`src/rtl/sr_cmd_driver.sv`:
```
// -----------------------------------------------------------------------------
// sr_cmd_driver
//   Command front end for an SR flip-flop. Two raw, asynchronous request inputs
//   are synchronised, debounced and edge-detected. Each accepted press becomes a
//   fixed-width pulse on s or r. s and r are never high together, so S=R=1 can
//   never reach the flip-flop.
//
// Parameters
//   DEBOUNCE_CYCLES  stable synchronised samples needed to accept a level change (1..255)
//   PULSE_CYCLES     width of each s / r pulse in clk cycles (1..255)
//
// Ports
//   clk       in   rising-edge clock
//   rst_n     in   asynchronous active-low reset
//   set_in    in   raw set request (async, active-high)
//   clr_in    in   raw clear request (async, active-high)
//   s         out  registered set drive
//   r         out  registered reset drive
//   busy      out  high during a pulse and its trailing gap cycle
//   conflict  out  one-cycle pulse when set and clear compete in one arbitration
//
// Configuration
//   SR_CMD_CONFLICT_DROP_EN  when defined, a set/clear conflict drops both
//                            requests instead of letting clear win.
// -----------------------------------------------------------------------------
module sr_cmd_driver #(
    parameter int DEBOUNCE_CYCLES = 4,
    parameter int PULSE_CYCLES    = 1
) (
    input  logic clk,
    input  logic rst_n,
    input  logic set_in,
    input  logic clr_in,
    output logic s,
    output logic r,
    output logic busy,
    output logic conflict
);

    localparam int             CW         = $clog2(DEBOUNCE_CYCLES + 1);
    localparam logic [CW-1:0]  DB_LAST    = CW'(DEBOUNCE_CYCLES - 1);
    localparam logic [7:0]     PULSE_LAST = 8'(PULSE_CYCLES - 1);

    typedef enum logic [1:0] {
        IDLE    = 2'd0,
        DRIVE_S = 2'd1,
        DRIVE_R = 2'd2,
        GAP     = 2'd3
    } state_e;

    // Index 0 carries the set path, index 1 the clear path.
    logic [1:0]    raw_in;
    logic [1:0]    sync1_q;
    logic [1:0]    sync2_q;
    logic [1:0]    deb_q;
    logic [1:0]    deb_dly_q;
    logic [1:0]    req_q;
    logic [1:0]    pend_q;
    logic [1:0]    want_d;
    logic [CW-1:0] db_cnt_q [2];

    state_e        state_q;
    logic [7:0]    pulse_cnt_q;
    logic          s_q;
    logic          r_q;
    logic          busy_q;
    logic          conflict_q;

    assign raw_in   = {clr_in, set_in};
    assign s        = s_q;
    assign r        = r_q;
    assign busy     = busy_q;
    assign conflict = conflict_q;

    // Synchronise, debounce and edge-detect both request inputs.
    always_ff @(posedge clk or negedge rst_n) begin
        if (!rst_n) begin
            sync1_q     <= 2'b00;
            sync2_q     <= 2'b00;
            deb_q       <= 2'b00;
            deb_dly_q   <= 2'b00;
            req_q       <= 2'b00;
            db_cnt_q[0] <= {CW{1'b0}};
            db_cnt_q[1] <= {CW{1'b0}};
        end else begin
            sync1_q   <= raw_in;
            sync2_q   <= sync1_q;
            deb_dly_q <= deb_q;
            // Only a debounced 0->1 transition is a press.
            req_q     <= deb_q & ~deb_dly_q;
            for (int i = 0; i < 2; i++) begin
                if (sync2_q[i] != deb_q[i]) begin
                    // The sample that would make the count reach DEBOUNCE_CYCLES
                    // flips the debounced level directly.
                    if (db_cnt_q[i] == DB_LAST) begin
                        deb_q[i]    <= ~deb_q[i];
                        db_cnt_q[i] <= {CW{1'b0}};
                    end else begin
                        db_cnt_q[i] <= db_cnt_q[i] + CW'(1);
                    end
                end else begin
                    db_cnt_q[i] <= {CW{1'b0}};
                end
            end
        end
    end

    // A request is visible to arbitration in the cycle it is registered,
    // so an idle FSM reacts without waiting for the pending flag.
    always_comb begin
        want_d = pend_q | req_q;
    end

    // Command FSM with registered s / r / busy / conflict decodes.
    always_ff @(posedge clk or negedge rst_n) begin
        if (!rst_n) begin
            state_q     <= IDLE;
            pulse_cnt_q <= 8'd0;
            pend_q      <= 2'b00;
            s_q         <= 1'b0;
            r_q         <= 1'b0;
            busy_q      <= 1'b0;
            conflict_q  <= 1'b0;
        end else begin
            conflict_q <= 1'b0;
            case (state_q)
                // GAP arbitrates exactly like IDLE on its exit edge, so a queued
                // request starts right after the single gap cycle.
                IDLE, GAP: begin
                    pend_q      <= 2'b00;
                    pulse_cnt_q <= 8'd0;
                    if (want_d[0] && want_d[1]) begin
                        conflict_q <= 1'b1;
`ifdef SR_CMD_CONFLICT_DROP_EN
                        state_q    <= IDLE;
                        s_q        <= 1'b0;
                        r_q        <= 1'b0;
                        busy_q     <= 1'b0;
`else
                        state_q    <= DRIVE_R;
                        s_q        <= 1'b0;
                        r_q        <= 1'b1;
                        busy_q     <= 1'b1;
`endif
                    end else if (want_d[1]) begin
                        state_q <= DRIVE_R;
                        s_q     <= 1'b0;
                        r_q     <= 1'b1;
                        busy_q  <= 1'b1;
                    end else if (want_d[0]) begin
                        state_q <= DRIVE_S;
                        s_q     <= 1'b1;
                        r_q     <= 1'b0;
                        busy_q  <= 1'b1;
                    end else begin
                        state_q <= IDLE;
                        s_q     <= 1'b0;
                        r_q     <= 1'b0;
                        busy_q  <= 1'b0;
                    end
                end
                DRIVE_S, DRIVE_R: begin
                    // Queue one request per input; repeats are absorbed.
                    pend_q <= want_d;
                    if (pulse_cnt_q == PULSE_LAST) begin
                        state_q     <= GAP;
                        pulse_cnt_q <= 8'd0;
                        s_q         <= 1'b0;
                        r_q         <= 1'b0;
                        busy_q      <= 1'b1;
                    end else begin
                        pulse_cnt_q <= pulse_cnt_q + 8'd1;
                    end
                end
                default: begin
                    state_q     <= IDLE;
                    pulse_cnt_q <= 8'd0;
                    pend_q      <= 2'b00;
                    s_q         <= 1'b0;
                    r_q         <= 1'b0;
                    busy_q      <= 1'b0;
                end
            endcase
        end
    end

endmodule

```
`config.mk`:
```
export PLATFORM = sky130hd
export DESIGN_NAME = sr_cmd_driver
export DESIGN_NICKNAME = d
export VERILOG_FILES = /design/src/rtl/sr_cmd_driver.sv
export SDC_FILE = /design/constraint.sdc
export NUM_CORES = 1
export LEC_CHECK = 0
export CAP_MARGIN = 0
export CORE_UTILIZATION = 60
export CTS_CLUSTER_DIAMETER = 80
export DETAILED_ROUTE_END_ITERATION = 6
export GPL_ROUTABILITY_DRIVEN = 0
export GPL_TIMING_DRIVEN = 0
export MAX_ROUTING_LAYER = met4
export PLACE_DENSITY = 0.81
export SYNTH_ARGS = -nofsm -noshare
export SYNTH_HDL_FRONTEND = slang
export SYNTH_SLANG_ARGS = --single-unit
```
`constraint.sdc`:
```
create_clock -name clk -period 2.4 [get_ports clk]
set_input_delay 0.48 -clock clk [delete_from_list [all_inputs] [get_ports clk]]
set_output_delay 0.48 -clock clk [all_outputs]
set_load 0.01 [all_outputs]
```
# Yosys cells after proc, flatten, opt, wreduce, memory -nomap -nowiden
# Cells that the tools add are included.
# word_totals
ff_bits	32
inputBits	4
wordCells	64
# op_classes
addsub	3
reduce_logical	7
muxes	26
bitwise_logic	5
eq_ne	8
# ops
op	count
$pmux W8 S2	1
$mux W1	12
$mux W3	4
$add A8 B1 Y8 const B	1
$logic_not A8 Y1	1
$mux W8	1
$pmux W2 S2	2
$add A3 B1 Y3 const B	2
$eq A3 B2 Y1 const B	2
$mux W2	3
$pmux W1 S2	3
$eq A2 B2 Y1 const B	2
$reduce_and A2 Y1	2
$reduce_or A2 Y1	2
$and A2 B2 Y2	1
$eq A2 B1 Y1 const B	1
$logic_not A2 Y1	1
$ne A1 B1 Y1	2
$ne A2 B2 Y1 const B	1
$not A1 Y1	2
$not A2 Y2	1
$or A2 B2 Y2	1
$logic_and A1 B1 Y1	1

# Longest topological paths before layout
# Gate-level depths: netlist of run 1.
# depth
depth_word	5
ltp_mapped	5
ltp_nobuf	5

# Least setup slack after synthesis of run 1
# OpenSTA, ideal clock, no wires.
# synth_timing
path_type	flip-flop to flip-flop
from	register pulse_cnt_q[0]
to	register state_q[0]
path_slack_ns	0.779
stages_incl_launch_ff	6
path_buffers	0
synth_period_minus_slack_ns	1.621
arrival_time_ns	1.536
path_cell_list	dfrtp_1 -> inv_1 -> ha_1 -> or4b_4 -> or3_1 -> a32oi_1
# synth_between
elab_chain_len	2
# synth_rtl
item	line_no	source
start: declaration	63	logic [7:0] pulse_cnt_q;
start signal: assignment	172	pulse_cnt_q <= pulse_cnt_q + 8'd1;
$logic_not A8 Y1	165	if (pulse_cnt_q == PULSE_LAST) begin
$ne A2 B2 Y1 (no line)	-	
end signal: assignment	156	state_q <= IDLE;
end signal: assignment	166	state_q <= GAP;
end signal: assignment	176	state_q <= IDLE;
end: declaration	62	state_e state_q;
# No other way between the ends.
# A chain may end at the register's enable or synchronous reset.

# Worst setup path in the final report of run 1
# layout_timing
from	register pulse_cnt_q[0]
to	register pulse_cnt_q[3]
# layout_between
elab_chain_len	3
elab_cells_between_ends	4
classes_between	1 x add/sub; 2 x mux; 1 x reduce/logical
# layout_rtl
item	line_no	source
$add A8 B1 Y8 / $logic_not A8 Y1 (equally long branches)	172, 165	
$mux W8 *	165	
$pmux W8 S2 *	126	case (state_q)
# Every way passes the cells marked *; elsewhere a longest branch is shown, timed or not.

==> results of run 1 <==
[area by class of cell]
| type | count | area, sq um | area share (%) |
|---|---|---|---|
| Inverter | 3 | 11.3 | 0.795 |
| Sequential cell | 32 | 801 | 56.5 |
| Clock inverter | 2 | 10.0 | 0.707 |
| Tap cell | 27 | 33.8 | 2.39 |
| Buffer | 1 | 3.75 | 0.265 |
| Clock buffer | 6 | 51.3 | 3.62 |
| Timing Repair Buffer | 7 | 65.1 | 4.59 |
| Multi-Input combinational cell | 67 | 440 | 31.1 |
[sequential cells by signal, indices dropped and copies added (netlist names)]
| signal | count |
|---|---|
| state_q | 2 |
| pend_q | 2 |
| pulse_cnt_q | 8 |
| db_cnt_q | 6 |
| busy | 1 |
| r | 1 |
| sync2_q | 2 |
| req_q | 2 |
| deb_q | 2 |
| sync1_q | 2 |
| deb_dly_q | 2 |
| conflict | 1 |
| s | 1 |
[Yosys cell counts, drive strengths merged]
cell type,number
dfrtp,32
nor3,2
a32oi,2
or2,1
ha,4
clkbuf,1
mux2,2
nand2b,1
xor2,3
o31a,1
nand2,4
and2,1
or3,5
a21oi,3
nor3b,4
inv,3
o21ai,6
nand3b,1
or4b,1
nand3,3
nand4,1
xnor2,4
nor2,11
and3b,1
and3,1
o22ai,2
nor2b,3
[kinds of logic (layout without fill, tap and decap cells)]
kind of cell    after synthesis  count (layout)  share of synthesized area, %
compound gates               14              14                          6.67
buf+inv                       4              19                          1.19
simple gates                 40              40                          17.7
fa+ha+maj                     4               4                          3.98
xor+xnor                      7               7                          4.88
mux                           2               2                          1.79
flops                        32              32                          63.7
[final timing paths]
path | endpoint | cells after the start
setup / recovery | pulse_cnt_q[3] | 5
hold / removal | req_q[1] | 1
setup reg to reg | pulse_cnt_q[3] | 5
hold reg to reg | sync2_q[1] | 0
max in group asynchronous | pulse_cnt_q[2] | 1
min in group clk | sync2_q[1] | 0
[metal layers]
metal  routed length (um)  GRT usage, %
met4                   51          13.9
met2                  872          28.9
met3                   95          10.2
met1                  853          24.0
met5                    0             -
[metrics by stage]
stage	hold slack (ns)	total power, mW	util (%)	instances
2_1_floorplan	0.184	1.03	-	103
3_3_place_gp	0.333	1.13	69.3	137
3_5_place_dp	0.343	1.17	69.3	137
4_1_cts	0.365	1.48	72.4	145
5_1_grt	0.213	1.57	72.2	145
6_report	0.171	1.46	72.2	145
[where the power goes]
| group | switching (mW) | internal (mW) |
|---|---|---|
| clock network | 0.176 | 0.139 |
| registers | 0.0710 | 0.669 |
| logic | 0.220 | 0.188 |
==> flow_summary.yaml, run 1 <==
status:
  status: "completed"
synthesis:
  yosysUniqueCellTypes: 27
  synth_nets: 111
  synth_warnings: 0
  synthTopCellsByArea: "dfrtp_1, ha_1, nor2_1, xnor2_1, or3_1"
  synth_top_cell_area_share_pct: 63.7
  synth_seq_cells: 32
  yosysTopAreaCell: "dfrtp_1"
  syn_avg_cell_area_sq_um: 12.2
  syn-cell-area_sq_um: 1260
  syn_inst: 103
  yosysSeqAreaShare_pct: 63.7
die:
  fp.dieArea_sq_um: 2280
  fp.dieH_um: 47.8
  ios: 8
  die_x_um: 47.8
  rows: 16
  core_sq_um: 1960
  start_util_pct: 64.0
finish:
  syn_to_final_growth_pct: 12.7
  diodes: 0
  final_common_cell: "dfrtp_1"
  final_cell_mix: "dfrtp_1, nor2_1, o21ai_0, clkdlybuf4s50_1"
  fill_cells: 156
  fin_nets: 125
  stdcell_area_sq_um: 1420
  drive_gt1_share_pct: 11.0
detailed_routing:
  via_count: 811
  avgViaCountPerCell: 5.59
  route.detailed.drc: 0
  wl_per_cell_um: 12.9
  firstDrtPassIters: 4
  drtIter0Drc: 14
  drt.antenna.violating_nets: 0
  finalWirelength_um: 1870
setup_path:
  end_kind: "flip-flop"
  rrSetupSlack_ns: 0.57
  critPathSlowestCell: "o21ai_0"
  critical_path_buf_inv_count: 1
  worstPathArrival_ns: 2.02
  required_ns: 2.59
  cp_slowest_stage_delay_ns: 0.51
  worstPathCellList: "inv_1 -> ha_1 -> or4b_4 -> o21ai_0 -> nor2_1"
  crit_family: "simple AND/OR/NAND/NOR gates"
  critPathLaunchType: "flip-flop"
  startpoint: "pulse_cnt_q[0]"
  r2r-start: "pulse_cnt_q[0]"
  crit_fanout: 5
  setup.worst_path.class: "reg -> reg"
placement:
  place_worst_setup_slack_ns: 0.315
  place_area_sq_um: 1360
  port_buffers: 7
  hpwl_um: 1330
clocking:
  cts_made_buffers: 5
  clk_path_buf_depth: 2
  cts_setup_buffers: 0
  cts_htree_levels: 2
  cts_root_buf: "clkbuf_4"
  cts_sinks: 32
  cts_hold_buf: 0
  cts_tree: "built"
  cts_resized: 0
  clk_pin_slew_worst_paths_ns: 0.10
  clock_latency_ns: 0.33
global_routing:
  grt_antenna_before_repair: 0
  grt_usage_pct: 21.0
  grt_pass1_wl_um: 2930
  grt_max_degree: 33
  grt_pass1_vias: 718
  gr-total-overflow: 0
min_path:
  min_path_type: "in -> async"
timing:
  rsz0062_at_grt: "false"
  tns_ns: 0
  slew_headroom_pct: 55.8
  finalCritPeriodShare_pct: 76.1
  fin_crit_ns: 1.83
  tightest_slew_ns: 0.663
  hold_viol_final: 0
  drv_slew: 0
  setup_viol: 0
  fin_ws_ns: 0.573
  fmax_mhz: 547
  fin_skew_ns: 0.00731
pwr:
  p_leak_nw: 0.636
  powerDensity_nw_per_um2: 1030
  ir_drop_mv: 0.854
run:
  cap_viol_max_count: 0
Note: power is estimated with default switching activity, not from simulation.
==> run 2: changes to the inputs <==
- CORE_UTILIZATION: 60 -> 56
- PLACE_DENSITY: 0.81 -> 0.76
- clock period: 2.4 -> 1.7 ns (I/O delays scaled with it)
==> flow_summary.yaml, run 2 (synthesized netlist as in run 1, its figures left out) <==
pwr:
  p_sw_mw: 0.642
  ir_drop_mv: 1.12
  switching_share_pct: 28.6
  pwr-share-seq_pct: 46.3
  powerDensity_nw_per_um2: 1520
  power_mw: 2.24
  power.internal_mw: 1.60
  power_frac_comb_pct: 25.3
  clkPwrFrac_pct: 28.4
  p_leak_nw: 0.660
global_routing:
  grt_pass1_vias: 798
  grt_util_met1_pct: 23.6
  gr-total-overflow: 0
  grt_usage_pct: 19.5
  use_met2_pct: 28.8
  grt_most_used_layer: "met2"
  grt_max_degree: 33
  grt.met3_usage_pct: 8.10
  grt_antenna_before_repair: 0
  grt_pass1_wl_um: 3340
setup_path:
  startpoint: "pulse_cnt_q[1]"
  worstPathArrival_ns: 1.91
  required_ns: 1.94
  critPathLaunchType: "flip-flop"
  setup.worst_path.class: "reg -> reg"
  crit_fanout: 4
  rrSetupSlack_ns: 0.03
  r2r-start: "pulse_cnt_q[1]"
  ff2ff_path_depth: 5
  r2r-end: "state_q[0]"
  end_kind: "flip-flop"
die:
  core_sq_um: 2040
  ios: 8
  start_util_pct: 61.5
  rows: 16
  die_x_um: 49.4
  fp.dieArea_sq_um: 2440
  fp.dieH_um: 49.4
timing:
  hold_viol_final: 0
  finalCritPeriodShare_pct: 98.1
  drv_slew: 0
  fin_crit_ns: 1.67
  fin_skew_ns: 0.0118
  fin_ws_ns: 0.0320
  setup_viol: 0
  tns_ns: 0
  fmax_mhz: 600
  rsz0062_at_grt: "true"
  tightest_slew_ns: 0.680
  slew_headroom_pct: 54.7
clocking:
  clk_path_buf_depth: 2
  clk_pin_slew_worst_paths_ns: 0.11
  cts_htree_levels: 2
  cts_sinks: 32
  clock_latency_ns: 0.31
  cts_made_buffers: 5
  cts_tree: "built"
  cts_root_buf: "clkbuf_4"
finish:
  syn_to_final_growth_pct: 17.1
  largest-register: "pulse_cnt_q"
  final_cell_mix: "dfrtp_1, nor2_1, clkdlybuf4s50_1"
  diodes: 0
  reg_top3: "pulse_cnt_q (8), db_cnt_q (6)"
  largest_reg_flops: 8
  stdcell_area_sq_um: 1470
  fin_nets: 127
  drive_gt1_share_pct: 13.3
  final_common_cell: "dfrtp_1"
placement:
  port_buffers: 7
  place_area_sq_um: 1360
  place_worst_setup_slack_ns: -0.281
  hpwl_um: 1270
detailed_routing:
  via_count: 796
  drt.antenna.violating_nets: 0
  avgViaCountPerCell: 5.41
  route.detailed.drc: 0
  firstDrtPassIters: 4
  wl_per_cell_um: 12.7
  finalWirelength_um: 1870
  drtIter0Drc: 12
status:
  status: "completed"
min_path:
  min_path_type: "in -> async"
run:
  cap_viol_max_count: 0
[run 2: power groups by stage]
stage / clock network (mW) / registers, mW / logic, mW
3_5_place_dp: 0 / 1.06 / 0.570
3_3_place_gp: 0 / 1.05 / 0.554
4_1_cts: 0.651 / 1.04 / 0.574
6_report: 0.636 / 1.04 / 0.568
2_1_floorplan: 0 / 1.05 / 0.398
5_1_grt: 0.677 / 1.07 / 0.649
[run 2: per-layer routing]
layer	part of all wire, %	routed length [um]	vias to the layer above
met1	47	877	383
met4	1.8	34	0
li1	-	-	391
met3	4.4	82	5
met5	0	0	-
met2	47	879	17
[run 2: worst max-delay path by stage]
stage	depth (start not counted)	slack (ns)	end
2_1_floorplan	5	0.08	state_q[0]
3_3_place_gp	1	-0.24	deb_q[0]
3_5_place_dp	1	-0.28	sync1_q[0]
4_1_cts	5	0.02	pulse_cnt_q[1]
5_1_grt	5	-0.03	state_q[0]
6_report	5	0.03	state_q[0]
[run 2: timing repair]
action                     CTS  global route
pin swaps                    1             1
setup endpoints to repair    7             8
gates resized for setup      1             2
hold buffers                 0             0
setup buffers                2             0
[run 2: layout make-up]
cell class	instances	area, sq um
plain buffers	1	3.75
clock buffers	7	65.1
clock inverters	1	30.0
fillers	145	571
inverters	3	11.3
multi-input cells	67	447
flip-flops and latches	32	801
well taps	27	33.8
repair buffers	9	80.1
[run 2: worst max-delay path, stage by stage (launching register included)]
cell,delay [ns]
dfrtp_1,0.41
inv_1,0.07
ha_1,0.12
or4b_4,0.49
or3_1,0.33
a32oi_1,0.18
[run 2: stage by stage]
step                      util (%)  instances  hold slack (ns)
after floorplan                  -        103           0.0444
after global placement        66.6        137            0.339
after detailed placement      66.6        137            0.336
after CTS                     72.0        147            0.358
after global routing          72.1        147           0.0908
final                         72.1        147           0.0456
